## config.mk

```make
export PLATFORM = sky130hd
export DESIGN_NAME = mc_controller
export DESIGN_NICKNAME = d
export VERILOG_FILES = /design/src/rtl/ctrl_pkg.sv /design/src/rtl/ctrl_decode.sv /design/src/rtl/mc_controller.sv
export SDC_FILE = /design/constraint.sdc
export NUM_CORES = 1
export LEC_CHECK = 0
export ABC_CLOCK_PERIOD_IN_PS = 1620
export BUFFER_PORTS_ARGS = -buffer_cell sky130_fd_sc_hd__buf_2
export CAP_MARGIN = 5
export CORE_ASPECT_RATIO = 0.75
export CORE_MARGIN = 5
export CORE_UTILIZATION = 52
export CTS_BUF_LIST = sky130_fd_sc_hd__clkbuf_4 sky130_fd_sc_hd__clkbuf_8
export CTS_CLUSTER_SIZE = 14
export DETAILED_ROUTE_END_ITERATION = 12
export HOLD_SLACK_MARGIN = 0.12
export PLACE_DENSITY = 0.87
export SLEW_MARGIN = 10
export SYNTH_ARGS = -nofsm -noshare
export SYNTH_HDL_FRONTEND = slang
export SYNTH_SLANG_ARGS = --single-unit
```

## constraint.sdc

```tcl
create_clock -name clk -period 1.62 [get_ports clk]
set_clock_uncertainty 0.1 [all_clocks]
set_input_delay 0.243 -clock clk [delete_from_list [all_inputs] [get_ports clk]]
set_output_delay 0.243 -clock clk [all_outputs]
set_load 0.02 [all_outputs]
```

## src/rtl/ctrl_pkg.sv

```systemverilog
// Shared opcode, ALU-function, next-PC and state definitions for the multi-cycle controller.
package ctrl_pkg;

  localparam logic [5:0] OP_RTYPE = 6'b000000;
  localparam logic [5:0] OP_JRRT  = 6'b000001;
  localparam logic [5:0] OP_J     = 6'b000010;
  localparam logic [5:0] OP_JAL   = 6'b000011;
  localparam logic [5:0] OP_BEQ   = 6'b000100;
  localparam logic [5:0] OP_BNE   = 6'b000101;
  localparam logic [5:0] OP_ADDI  = 6'b001000;
  localparam logic [5:0] OP_SLTI  = 6'b001010;
  localparam logic [5:0] OP_ANDI  = 6'b001100;
  localparam logic [5:0] OP_ORI   = 6'b001101;
  localparam logic [5:0] OP_LW    = 6'b100011;
  localparam logic [5:0] OP_SW    = 6'b101011;
  localparam logic [5:0] OP_HALT  = 6'b111111;

  localparam logic [5:0] FN_JR    = 6'b001000;

  localparam logic [5:0] ALU_NOP  = 6'b000000;
  localparam logic [5:0] ALU_ADD  = 6'b100000;
  localparam logic [5:0] ALU_SUB  = 6'b100010;
  localparam logic [5:0] ALU_AND  = 6'b100100;
  localparam logic [5:0] ALU_OR   = 6'b100101;
  localparam logic [5:0] ALU_SLT  = 6'b101010;

  localparam logic [1:0] CP_PC4    = 2'b00;
  localparam logic [1:0] CP_REG    = 2'b01;
  localparam logic [1:0] CP_JUMP   = 2'b10;
  localparam logic [1:0] CP_BRANCH = 2'b11;

  typedef enum logic [2:0] {
    ST_HALT   = 3'd0,
    ST_FETCH  = 3'd1,
    ST_DECODE = 3'd2,
    ST_EXEC   = 3'd3,
    ST_MEM    = 3'd4,
    ST_WB     = 3'd5,
    ST_PCUP   = 3'd6
  } state_t;

endpackage

```

## src/rtl/ctrl_decode.sv

```systemverilog
// Combinational instruction decode: datapath controls plus the class flags the sequencer needs.
module ctrl_decode
  import ctrl_pkg::*;
(
  input  logic [5:0] opecode,
  input  logic [5:0] funct,
  input  logic       zflag,
  output logic [5:0] alu_func,
  output logic       reorim,
  output logic [1:0] cp_type,
  output logic       jrorrt,
  output logic       enbranch,
  output logic       is_mem,
  output logic       is_store,
  output logic       writes_reg,
  output logic       writes_lr
);

  always_comb begin
    alu_func   = ALU_NOP;
    reorim     = 1'b0;
    cp_type    = CP_PC4;
    writes_reg = 1'b0;
    case (opecode)
      OP_RTYPE: begin
        alu_func   = funct;
        writes_reg = (funct != FN_JR);
        if (funct == FN_JR) cp_type = CP_REG;
      end
      OP_ADDI, OP_LW: begin
        alu_func   = ALU_ADD;
        reorim     = 1'b1;
        writes_reg = 1'b1;
      end
      OP_SW: begin
        alu_func = ALU_ADD;
        reorim   = 1'b1;
      end
      OP_ANDI: begin
        alu_func   = ALU_AND;
        reorim     = 1'b1;
        writes_reg = 1'b1;
      end
      OP_ORI: begin
        alu_func   = ALU_OR;
        reorim     = 1'b1;
        writes_reg = 1'b1;
      end
      OP_SLTI: begin
        alu_func   = ALU_SLT;
        reorim     = 1'b1;
        writes_reg = 1'b1;
      end
      OP_BEQ, OP_BNE: begin
        alu_func = ALU_SUB;
        cp_type  = CP_BRANCH;
      end
      OP_J, OP_JAL: cp_type = CP_JUMP;
      OP_HALT:      cp_type = CP_REG;
      default: ;
    endcase
  end

  // bne is beq with opecode[0] set, so one xor covers both branch senses
  assign enbranch  = zflag ^ opecode[0];
  assign jrorrt    = (opecode == OP_JRRT);
  assign is_mem    = (opecode == OP_LW) || (opecode == OP_SW);
  assign is_store  = (opecode == OP_SW);
  assign writes_lr = (opecode == OP_JAL);

endmodule

```

## src/rtl/mc_controller.sv

```systemverilog
// Multi-cycle instruction sequencer with registered write/memory strobes.
// Optional retired-instruction counter enabled by MC_CONTROLLER_RETIRE_CNT_EN.
//
// state  | meaning
// HALT   | idle, waits for opecode 000000 to start
// FETCH  | instruction fetch
// DECODE | decode; opecode 111111 halts here
// EXEC   | ALU, held EXEC_CYCLES cycles by down-counter
// MEM    | lw/sw access, waits for mem_ready
// WB     | register / link-register write
// PCUP   | PC update
module mc_controller
  import ctrl_pkg::*;
#(
  parameter int EXEC_CYCLES = 1,
  parameter int CNT_W       = 4,
  parameter int ICNT_W      = 32
) (
  input  logic              clk,
  input  logic              rstn,
  input  logic [5:0]        opecode,
  input  logic [5:0]        funct,
  input  logic              zflag,
  input  logic              mem_ready,
  output logic [5:0]        alu_func,
  output logic              reorim,
  output logic [1:0]        cp_type,
  output logic              jrorrt,
  output logic              enbranch,
  output logic              write_reg,
  output logic              write_lr,
  output logic              write_pc,
  output logic              mem_req,
  output logic              mem_we,
  output logic              busy
`ifdef MC_CONTROLLER_RETIRE_CNT_EN
  ,
  output logic [ICNT_W-1:0] retired
`endif
);

  if ((2 ** CNT_W) < EXEC_CYCLES || EXEC_CYCLES < 1 || ICNT_W < 1) begin : g_param_err
    $error("mc_controller: illegal EXEC_CYCLES/CNT_W/ICNT_W combination");
  end

  localparam logic [CNT_W-1:0] EXEC_LOAD = CNT_W'(EXEC_CYCLES - 1);

  state_t           state_q, state_d;
  logic [CNT_W-1:0] cnt_q;
  logic             is_mem, is_store, writes_reg, writes_lr;

  ctrl_decode u_decode (
    .opecode    (opecode),
    .funct      (funct),
    .zflag      (zflag),
    .alu_func   (alu_func),
    .reorim     (reorim),
    .cp_type    (cp_type),
    .jrorrt     (jrorrt),
    .enbranch   (enbranch),
    .is_mem     (is_mem),
    .is_store   (is_store),
    .writes_reg (writes_reg),
    .writes_lr  (writes_lr)
  );

  always_comb begin
    state_d = state_q;
    case (state_q)
      ST_HALT:   if (opecode == OP_RTYPE) state_d = ST_FETCH;
      ST_FETCH:  state_d = ST_DECODE;
      ST_DECODE: state_d = (opecode == OP_HALT) ? ST_HALT : ST_EXEC;
      ST_EXEC:   if (cnt_q == '0) state_d = is_mem ? ST_MEM : ST_WB;
      ST_MEM:    if (mem_ready) state_d = ST_WB;
      ST_WB:     state_d = ST_PCUP;
      ST_PCUP:   state_d = ST_FETCH;
      default:   state_d = ST_HALT;
    endcase
  end

  always_ff @(posedge clk or negedge rstn) begin
    if (!rstn) begin
      state_q <= ST_HALT;
      cnt_q   <= '0;
    end else begin
      state_q <= state_d;
      if (state_q == ST_DECODE)
        cnt_q <= EXEC_LOAD;
      else if (state_q == ST_EXEC && cnt_q != '0)
        cnt_q <= cnt_q - 1'b1;
    end
  end

  // Strobes are registered from the next state so each is a clean flop output
  // that is high exactly while the FSM sits in the corresponding state.
  always_ff @(posedge clk or negedge rstn) begin
    if (!rstn) begin
      mem_req   <= 1'b0;
      mem_we    <= 1'b0;
      write_reg <= 1'b0;
      write_lr  <= 1'b0;
      write_pc  <= 1'b0;
    end else begin
      mem_req   <= (state_d == ST_MEM);
      mem_we    <= (state_d == ST_MEM) && is_store;
      write_reg <= (state_d == ST_WB) && writes_reg;
      write_lr  <= (state_d == ST_WB) && writes_lr;
      write_pc  <= (state_d == ST_PCUP);
    end
  end

  assign busy = (state_q != ST_HALT);

`ifdef MC_CONTROLLER_RETIRE_CNT_EN
  always_ff @(posedge clk or negedge rstn) begin
    if (!rstn)
      retired <= '0;
    else if (state_q == ST_PCUP)
      retired <= retired + 1'b1;
  end
`endif

endmodule

```

==> flow_metrics.env, run 1 <==
export IMPL_ys_ff_latch=12
export IMPL_p_seq_share_pct=34.5
export IMPL_fp_dieW_um=60.47
export IMPL_postSynthAreaPerCell_um2=9.114
export IMPL_tightest_slew_ps=317.3
export IMPL_fin_nets=172
export IMPL_ys_warn_count=0
export IMPL_tritoncts="done"
export IMPL_reg2reg_depth=6
export IMPL_start_util_pct=56.03
export IMPL_cpMostUsedCell="buf_6"
export IMPL_crit_cells=6
export IMPL_drc=0
export IMPL_cts_buffers=3
export IMPL_syn_nets=127
export IMPL_ys_top_cells_by_count="12 x dfrtp_1, 7 x a21oi_1, 6 x inv_1"
export IMPL_post_cts_buffers=0
export IMPL_worstPathCellList="buf_6 -> or4_4 -> nor3_4 -> nor2_2 -> o32ai_4 -> buf_6"
export IMPL_p_int_uw=710.4
export IMPL_rsz0062_at_grt="yes"
export IMPL_drt_iter0_markers=78
export IMPL_relSlewSlack_pct=78.75
export IMPL_regArea_um2=301.5
export IMPL_crit_path_start_kind="input pin"
export IMPL_antennaDiodeCount=0
export IMPL_hold_depth=3
export IMPL_portBuffers=32
export IMPL_ys_types=46
export IMPL_path_buf_inv=2
export IMPL_root_buffer="clkbuf_4"
export IMPL_setup_viol=1
export IMPL_leakage_nw=0.6676
export IMPL_areaGrowthSynthToFinish_pct=39.42
export IMPL_finalCritPeriodShare_pct=112.1
export IMPL_violations="negative setup slack"
export IMPL_syn_cell_area_um2=993.5
export IMPL_drive_above_1_share_pct=51.63
export IMPL_cts_buffer_depth=2
export IMPL_largest_register="cnt_q"
export IMPL_dieArea_um2=2894
export IMPL_cp_end_kind="primary output"
export IMPL_grt_use_total_pct=24.32
export IMPL_peakVddDrop_v=0.0007704
export IMPL_vias=1105
export IMPL_arrival_ps=1470
export IMPL_pwr_share_clk_pct=19.7
export IMPL_cp_slowest_stage_delay_ps=540
export IMPL_grt_pass1_vias=1116
export IMPL_synth_most_common_cell="dfrtp_1"
export IMPL_routed_via_density=6.314
export IMPL_antenna_found_initial=0
export IMPL_clk_latency_ps=290
export IMPL_power_per_cell_area_nw_per_um2=921.3
export IMPL_power_mw=1.276
export IMPL_final_util_pct=78.12
export IMPL_switching_share_pct=44.33
export IMPL_synthCells=109
export IMPL_synth_edff_count=0
export IMPL_grt_remaining_overflow=0
export IMPL_slew_violations=0
export IMPL_cp_top_family="simple AND/OR/NAND/NOR gates"
export IMPL_crit_slowest_cell="or4_4"
export IMPL_hold_path_class="in -> reg"
export IMPL_critPathRequiredTime_ps=1280
export IMPL_crit_type="in -> out"
export IMPL_ioPinCount=33
export IMPL_post_drt_wl_per_cell_um=19.30
export IMPL_yosys_area_top_type="dfrtp_1"
export IMPL_fp_row_count=13
export IMPL_synthTopCellsByArea="dfrtp_1 30%, buf_6 5.7%, a21oi_1 3.5%"
export IMPL_multiInputGateArea_um2=700.7
export IMPL_crit_fanout=2
export IMPL_grt_max_degree=15
export IMPL_outcome="finished, violations left"
export IMPL_min_period_ps=1816
export IMPL_clock_sinks=12
export IMPL_fill_cells=118
export IMPL_core_area_um2=1773
export IMPL_synthFlopType="dfrtp_1"
export IMPL_clk_pin_slew_ps=90
export IMPL_cap_violations=0
export IMPL_ys_async_sr_fraction_pct=100.0
export IMPL_p_sw_uw=565.6
export IMPL_largest_reg_flops=4
export IMPL_gp_congestion=0.8954
export IMPL_finalHoldViolations=0
export IMPL_grt_pass1_wl_um=5071
export IMPL_die_h_um=47.86
export IMPL_power_frac_comb_pct=45.8
export IMPL_setup_ws_ps=-196.3
export IMPL_drt_total_wl_um=3378
export IMPL_drt_pass1_iterations=4
export IMPL_post_dp_hpwl_um=2260
export IMPL_synth_top_area_share_pct=30.23
export IMPL_yosysSeqAreaShare_pct=30.23
export IMPL_ant_nets=0
export IMPL_timing_fmax_mhz=550.6
export IMPL_reg_top3="cnt_q x4, state_q x3"
export IMPL_ctsHtreeMaxLevel=1
## path summary, 6_finish.rpt
kind	from	endpoint	slack [ps]
max	funct[5]	cp_type[0]	-200
min	opecode[3]	mem_we	210
max reg2reg	cnt_q[0]	write_lr	20
min reg2reg	cnt_q[1]	cnt_q[1]	570
max in group asynchronous	rstn	state_q[0]	920
min in group asynchronous	rstn	mem_we	270
## what timing repair did
action / 4_1_cts / 5_1_grt
setup endpoints to repair: 4 / 13
pin swaps: 0 / 4
hold buffers: 1 / 0
hold endpoints to repair: 12 / 0
gates resized for setup: 5 / 22
## metrics by stage
step                      setup TNS (ps)  std cells  worst slack [ps]  area (µm²)  hold slack (ps)
after global placement            -219.7        170            -195.9        1244            24.83
after floorplan                   -4.361        109            -4.361        1017           -152.6
final                             -196.3        175            -196.3        1385            207.0
after detailed placement          -270.7        170            -229.6        1244            34.38
after CTS                         -158.5        175            -158.5        1313            193.3
after global routing              -267.6        175            -226.7        1385            246.0
## layout make-up
class	instances	area share [%]
sequential	12	21.77
timing repair buffer	47	21.41
multi-input combinational	84	50.59
clock buffer	4	2.620
tap	22	1.987
inverter	6	1.626
## power groups by stage
stage / clock network (mW) / logic [mW] / registers, mW
6_report: 0.251 / 0.585 / 0.440
3_3_place_gp: 0 / 0.494 / 0.412
5_1_grt: 0.266 / 0.626 / 0.448
4_1_cts: 0.251 / 0.539 / 0.414
2_1_floorplan: 0 / 0.363 / 0.409
3_5_place_dp: 0 / 0.524 / 0.415
## cells by family after synthesis
| family | after synthesis | synth area share [%] |
|---|---|---|
| and+or+nand+nor | 50 | 34.51 |
| AOI/OAI and AO/OA | 30 | 22.04 |
| buffers and inverters | 13 | 8.942 |
| DFF | 12 | 30.23 |
| xor gates and xnor gates | 2 | 1.764 |
| adders and majority gates | 2 | 2.518 |
## cells in the final DEF (no fill, tap or decap), drive strengths merged, types with 2 or more instances in the layout
master / netlist / layout
clkbuf: 0 / 4
o211ai: 2 / 2
and3: 2 / 2
buf: 7 / 46
nor2: 6 / 6
nor2b: 3 / 3
ha: 2 / 2
nor3b: 2 / 2
nand2b: 5 / 5
inv: 6 / 6
nand4b: 2 / 2
or3: 2 / 2
dfrtp: 12 / 12
o21ai: 9 / 9
a21oi: 7 / 7
or4: 2 / 2
nand3: 6 / 6
nand2: 5 / 5
nor4: 3 / 3
a22o: 3 / 3
nor3: 7 / 7
## tightest hold or removal path: cells and delay by family
family,cells,cell delay (ps)
buf+inv,1,180
simple gates,2,140
## per-layer routing
metal	global-route usage [%]	part of all wire, %
met1	29.20	36
met3	7.008	12
met5	0	0
met2	41.16	49
met4	11.26	2.9
No activity file was read; power rests on OpenSTA's default activity.
==> inputs of run 2 (changes only) <==
Settings changed: CORE_UTILIZATION 52 to 51, SYNTH_HIERARCHICAL from default to 1.
==> flow_metrics.env, run 2 <==
export IMPL_min_period_ps=2215
export IMPL_clk_latency_ps=300
export IMPL_antenna_found_initial=1
export IMPL_post_drt_wl_per_cell_um=22.59
export IMPL_outcome="finished, violations left"
export IMPL_arrival_ps=2230
export IMPL_place_area_um2=1245
export IMPL_crit_path_start_kind="register"
export IMPL_syn_nets=131
export IMPL_hold_path_class="in -> reg"
export IMPL_hold_slack_ps=234.7
export IMPL_routed_via_density=6.730
export IMPL_portBuffers=32
export IMPL_ctsHtreeMaxLevel=1
export IMPL_power_per_cell_area_nw_per_um2=884.7
export IMPL_violations="negative setup slack"
export IMPL_grt_pass1_wl_um=5740
export IMPL_synth_most_common_cell="dfrtp_1"
export IMPL_fp_row_count=13
export IMPL_drt_total_wl_um=4517
export IMPL_relSlewSlack_pct=47.77
export IMPL_setup_ws_ps=-594.9
export IMPL_drive_above_1_share_pct=53.93
export IMPL_synthFlopType="dfrtp_1"
export IMPL_largest_reg_flops=4
export IMPL_fill_cells=76
export IMPL_ant_nets=0
export IMPL_crit_type="reg -> reg"
export IMPL_grt_use_total_pct=28.31
export IMPL_cp_end_kind="register"
export IMPL_cp_startpoint="cnt_q[0]"
export IMPL_dieArea_um2=2776
export IMPL_ys_warn_count=6
export IMPL_vias=1346
export IMPL_drt_iter0_markers=131
export IMPL_synth_top_area_share_pct=32.43
export IMPL_synthTopCellsByArea="dfrtp_1 32%, nor3_1 5.9%, inv_1 4.5%"
export IMPL_leakage_nw=0.7370
export IMPL_clock_sinks=12
export IMPL_critPathRequiredTime_ps=1630
export IMPL_antennaDiodeCount=0
export IMPL_tightest_slew_ps=776.3
export IMPL_grt_pass1_vias=1235
export IMPL_timing_fmax_mhz=451.5
export IMPL_clk_pin_slew_ps=90
export IMPL_cts_buffers=3
export IMPL_ys_ff_latch=12
export IMPL_cts_buffer_depth=2
export IMPL_yosys_area_top_type="dfrtp_1"
export IMPL_fin_nets=196
export IMPL_crit_fanout=4
export IMPL_final_cell_mix="36 x buf_4, 24 x buf_2, 12 x dfrtp_1, 9 x inv_1"
export IMPL_post_dp_hpwl_um=2214
export IMPL_peakVddDrop_v=0.0008674
export IMPL_synth_edff_count=0
export IMPL_min_from="mem_ready"
export IMPL_final_common_cell="buf_4"
export IMPL_drt_pass1_iterations=5
export IMPL_dp_slack_ps=-249.4
export IMPL_tritoncts="done"
export IMPL_finalSetupTns_ps=-2006
export IMPL_final_util_pct=90.86
export IMPL_setup_viol=14
export IMPL_gp_congestion=0.8274
export IMPL_ys_types=46
export IMPL_postSynthAreaPerCell_um2=8.122
export IMPL_finalCritPeriodShare_pct=136.7
export IMPL_root_buffer="clkbuf_4"
export IMPL_start_util_pct=53.70
export IMPL_slew_violations=0
export IMPL_die_h_um=46.90
export IMPL_reg2reg_from="cnt_q[0]"
export IMPL_ioPinCount=33
export IMPL_syn_cell_area_um2=925.9
export IMPL_grt_max_degree=17
export IMPL_ys_async_sr_fraction_pct=100.0
export IMPL_finalHoldViolations=0
export IMPL_fin_area_um2=1567
export IMPL_reg_top3="cnt_q x4, state_q x3"
export IMPL_grt_remaining_overflow=0
export IMPL_synthCells=114
export IMPL_core_area_um2=1724
export IMPL_areaGrowthSynthToFinish_pct=69.19
export IMPL_drc=0
export IMPL_cap_violations=0
export IMPL_largest_register="cnt_q"
export IMPL_ys_top_cells_by_count="12 x dfrtp_1, 11 x inv_1, 11 x nor3_1"
export IMPL_fp_dieW_um=59.20
export IMPL_rsz0062_at_grt="yes"
export IMPL_yosysSeqAreaShare_pct=32.43
==> run 2: power breakdown <==
part	internal [mW]	leakage [nW]	switching, mW
clock network	0.137	0.0210	0.124
registers	0.345	0.163	0.0680
logic	0.264	0.553	0.447
total	0.747	0.737	0.639
==> run 2: path summary, 6_finish.rpt <==
path,to,slack (ps),cells after the start
setup / recovery,mem_we,-590,6
hold reg to reg,state_q[1],590,1
setup reg to reg,mem_we,-590,6
max in group asynchronous,mem_we,930,2
hold / removal,mem_req,230,4
min in group asynchronous,write_pc,260,2
==> run 2: cell families after synthesis <==
group           Yosys count  share of synthesized area [%]
compound gates           26                          19.87
flops                    12                          32.43
fa+ha+maj                 1                          1.351
buf+inv                  18                          8.784
mux                       1                          1.081
simple gates             54                          34.60
xor+xnor                  2                          1.892
==> run 2: cell type report <==
class	instances	area, µm²	area share, %
well taps	22	27.53	1.757
flip-flops and latches	12	300.3	19.17
inverters	11	41.29	2.636
multi-input cells	84	685.7	43.77
repair buffers	67	475.5	30.35
clock buffers	4	36.28	2.316
==> run 2: critical path, cell delays in order (launching register included) <==
cell and delay (ps):
dfrtp_1 410, inv_2 100, ha_4 130, buf_4 120
nor3b_4 300, a31oi_2 220, nor4_1 640
==> run 2: timing repair <==
action / CTS / global route
resized for setup: 13 / 28
gates cloned: 0 / 0
endpoints found under the hold margin: 12 / 0
endpoints found under the setup margin: 11 / 16
pin swaps: 5 / 15
buffers inserted: 6 / 7
hold buffers: 1 / 0
==> run 2: metrics by stage <==
step           cells  total power [mW]
2_1_floorplan    114            0.7148
3_3_place_gp     182            0.8809
3_5_place_dp     182            0.9052
4_1_cts          193             1.197
5_1_grt          200             1.444
6_report         200             1.386
==> run 2: per-layer routing <==
metal  global-route usage (%)  routed length [µm]
met1                    32.05                1679
met3                    6.868                 491
met5                        0                   8
met4                    19.00                 234
met2                    48.37                2104
==> inputs of run 3 (changes only) <==
Settings changed: ABC_CLOCK_PERIOD_IN_PS 1620 to 2100.
Clock period 1.62 ns to 2.1 ns, I/O delays scaled along.
==> flow_metrics.env, run 3 (synthesized netlist as in run 2, its figures left out) <==
export IMPL_outcome="complete, no violations"
export IMPL_largest_register="cnt_q"
export IMPL_relSlewSlack_pct=73.24
export IMPL_critPathRequiredTime_ps=1680
export IMPL_fp_dieW_um=59.20
export IMPL_clock_sinks=12
export IMPL_leakage_nw=0.5251
export IMPL_root_buffer="clkbuf_4"
export IMPL_finalHoldViolations=0
export IMPL_fin_area_um2=1121
export IMPL_largest_reg_flops=4
export IMPL_power_frac_comb_pct=39.0
export IMPL_setup_viol=0
export IMPL_p_int_uw=489.3
export IMPL_ant_nets=0
export IMPL_areaGrowthSynthToFinish_pct=21.08
export IMPL_grt_pass1_vias=872
export IMPL_pwr_share_clk_pct=21.7
export IMPL_power_per_cell_area_nw_per_um2=744.2
export IMPL_cts_resized=0
export IMPL_grt_max_degree=18
export IMPL_final_cell_mix="32 x buf_2, 12 x dfrtp_1, 11 x inv_1, 11 x nor3_1, 7 x nand2_1"
export IMPL_timing_fmax_mhz=510.6
export IMPL_cts_buffer_depth=2
export IMPL_antennaDiodeCount=0
export IMPL_portBuffers=32
export IMPL_drc=0
export IMPL_fin_nets=162
export IMPL_tightest_slew_ps=400.2
export IMPL_vias=1010
export IMPL_crit_fanout=2
export IMPL_cap_violations=0
export IMPL_hold_path_class="in -> async"
export IMPL_fp_row_count=13
export IMPL_crit_type="in -> out"
export IMPL_start_util_pct=53.70
export IMPL_core_area_um2=1724
export IMPL_drive_above_1_share_pct=29.17
export IMPL_reg2reg_from="cnt_q[0]"
export IMPL_routed_via_density=6.084
export IMPL_finalCritPeriodShare_pct=93.26
export IMPL_cts_buffers=3
export IMPL_post_drt_wl_per_cell_um=14.39
export IMPL_cp_end_kind="primary output"
export IMPL_ctsHtreeMaxLevel=1
export IMPL_arrival_ps=1540
export IMPL_finalSetupTns_ps=0
export IMPL_p_sw_uw=345.0
export IMPL_clk_pin_slew_ps=80
export IMPL_hold_slack_ps=346.4
export IMPL_antenna_found_initial=0
export IMPL_drt_total_wl_um=2389
export IMPL_die_h_um=46.90
export IMPL_fill_cells=155
export IMPL_peakVddDrop_v=0.0006824
export IMPL_cp_startpoint="funct[1]"
export IMPL_clk_latency_ps=270
export IMPL_p_seq_share_pct=39.3
export IMPL_post_dp_hpwl_um=1811
export IMPL_gp_congestion=0.8495
export IMPL_final_common_cell="buf_2"
export IMPL_dieArea_um2=2776
export IMPL_rsz0062_at_grt="no"
export IMPL_grt_remaining_overflow=0
export IMPL_min_period_ps=1959
export IMPL_drt_pass1_iterations=4
export IMPL_place_area_um2=1075
export IMPL_grt_pass1_wl_um=3726
export IMPL_slew_violations=0
export IMPL_switching_share_pct=41.35
export IMPL_ioPinCount=33
export IMPL_final_util_pct=65.02
export IMPL_tritoncts="done"
export IMPL_crit_path_start_kind="input pin"
export IMPL_grt_use_total_pct=17.80
export IMPL_drt_iter0_markers=56
export IMPL_reg_top3="cnt_q x4, state_q x3"
run 3: cell types whose count changed in the layout (fill, tap and decap cells not counted), sizes merged:
cell / before / now
buf: 66 / 32
run 3: layout make-up:
| class | instances | area (µm²) | area share [%] |
|---|---|---|---|
| repair buffers | 33 | 170.2 | 15.18 |
| well taps | 22 | 27.53 | 2.455 |
| clock buffers | 4 | 36.28 | 3.237 |
| inverters | 11 | 41.29 | 3.683 |
| flip-flops and latches | 12 | 300.3 | 26.79 |
| multi-input cells | 84 | 545.5 | 48.66 |
run 3: power by group through the flow:
| stage | Combinational (mW) | Sequential [mW] | Clock [mW] |
|---|---|---|---|
| 2_1_floorplan | 0.251 | 0.298 | 0 |
| 3_3_place_gp | 0.303 | 0.328 | 0 |
| 3_5_place_dp | 0.318 | 0.331 | 0 |
| 4_1_cts | 0.322 | 0.326 | 0.187 |
| 5_1_grt | 0.350 | 0.338 | 0.198 |
| 6_report | 0.325 | 0.328 | 0.181 |
run 3: path summary, 6_finish.rpt:
kind | endpoint | slack (ps) | cells after the start
setup / recovery | cp_type[0] | 140 | 5
hold / removal | write_lr | 350 | 2
setup reg to reg | write_reg | 160 | 5
hold reg to reg | cnt_q[1] | 470 | 1
max in group asynchronous | cnt_q[3] | 1340 | 2
min in group clk | write_lr | 370 | 5
run 3: layer usage:
metal	vias up	share of wire, %	wire (µm)	GRT usage (%)
met4	0	0.75	18	4.072
met3	2	8.5	203	4.670
met5	-	0	0	0
met2	53	48	1136	29.19
li1	486	-	-	-
met1	469	43	1031	23.79
run 3: timing repair:
action                                 4_1_cts  5_1_grt
buffers inserted                             0        0
hold buffers                                 1        0
endpoints found under the hold margin       12        0
run 3: metrics by stage:
step	power (mW)	setup WS, ps	cells
floorplan	0.5494	163.5	114
global placement	0.6311	234.1	161
detailed placement	0.6483	134.5	161
CTS	0.8354	166.1	166
global route	0.8861	61.29	166
finish	0.8343	141.5	166
run 3: critical path, cell delays in order:
cell	delay [ps]
buf_2	100
or4b_1	530
nor3_1	270
a22o_1	180
buf_2	160
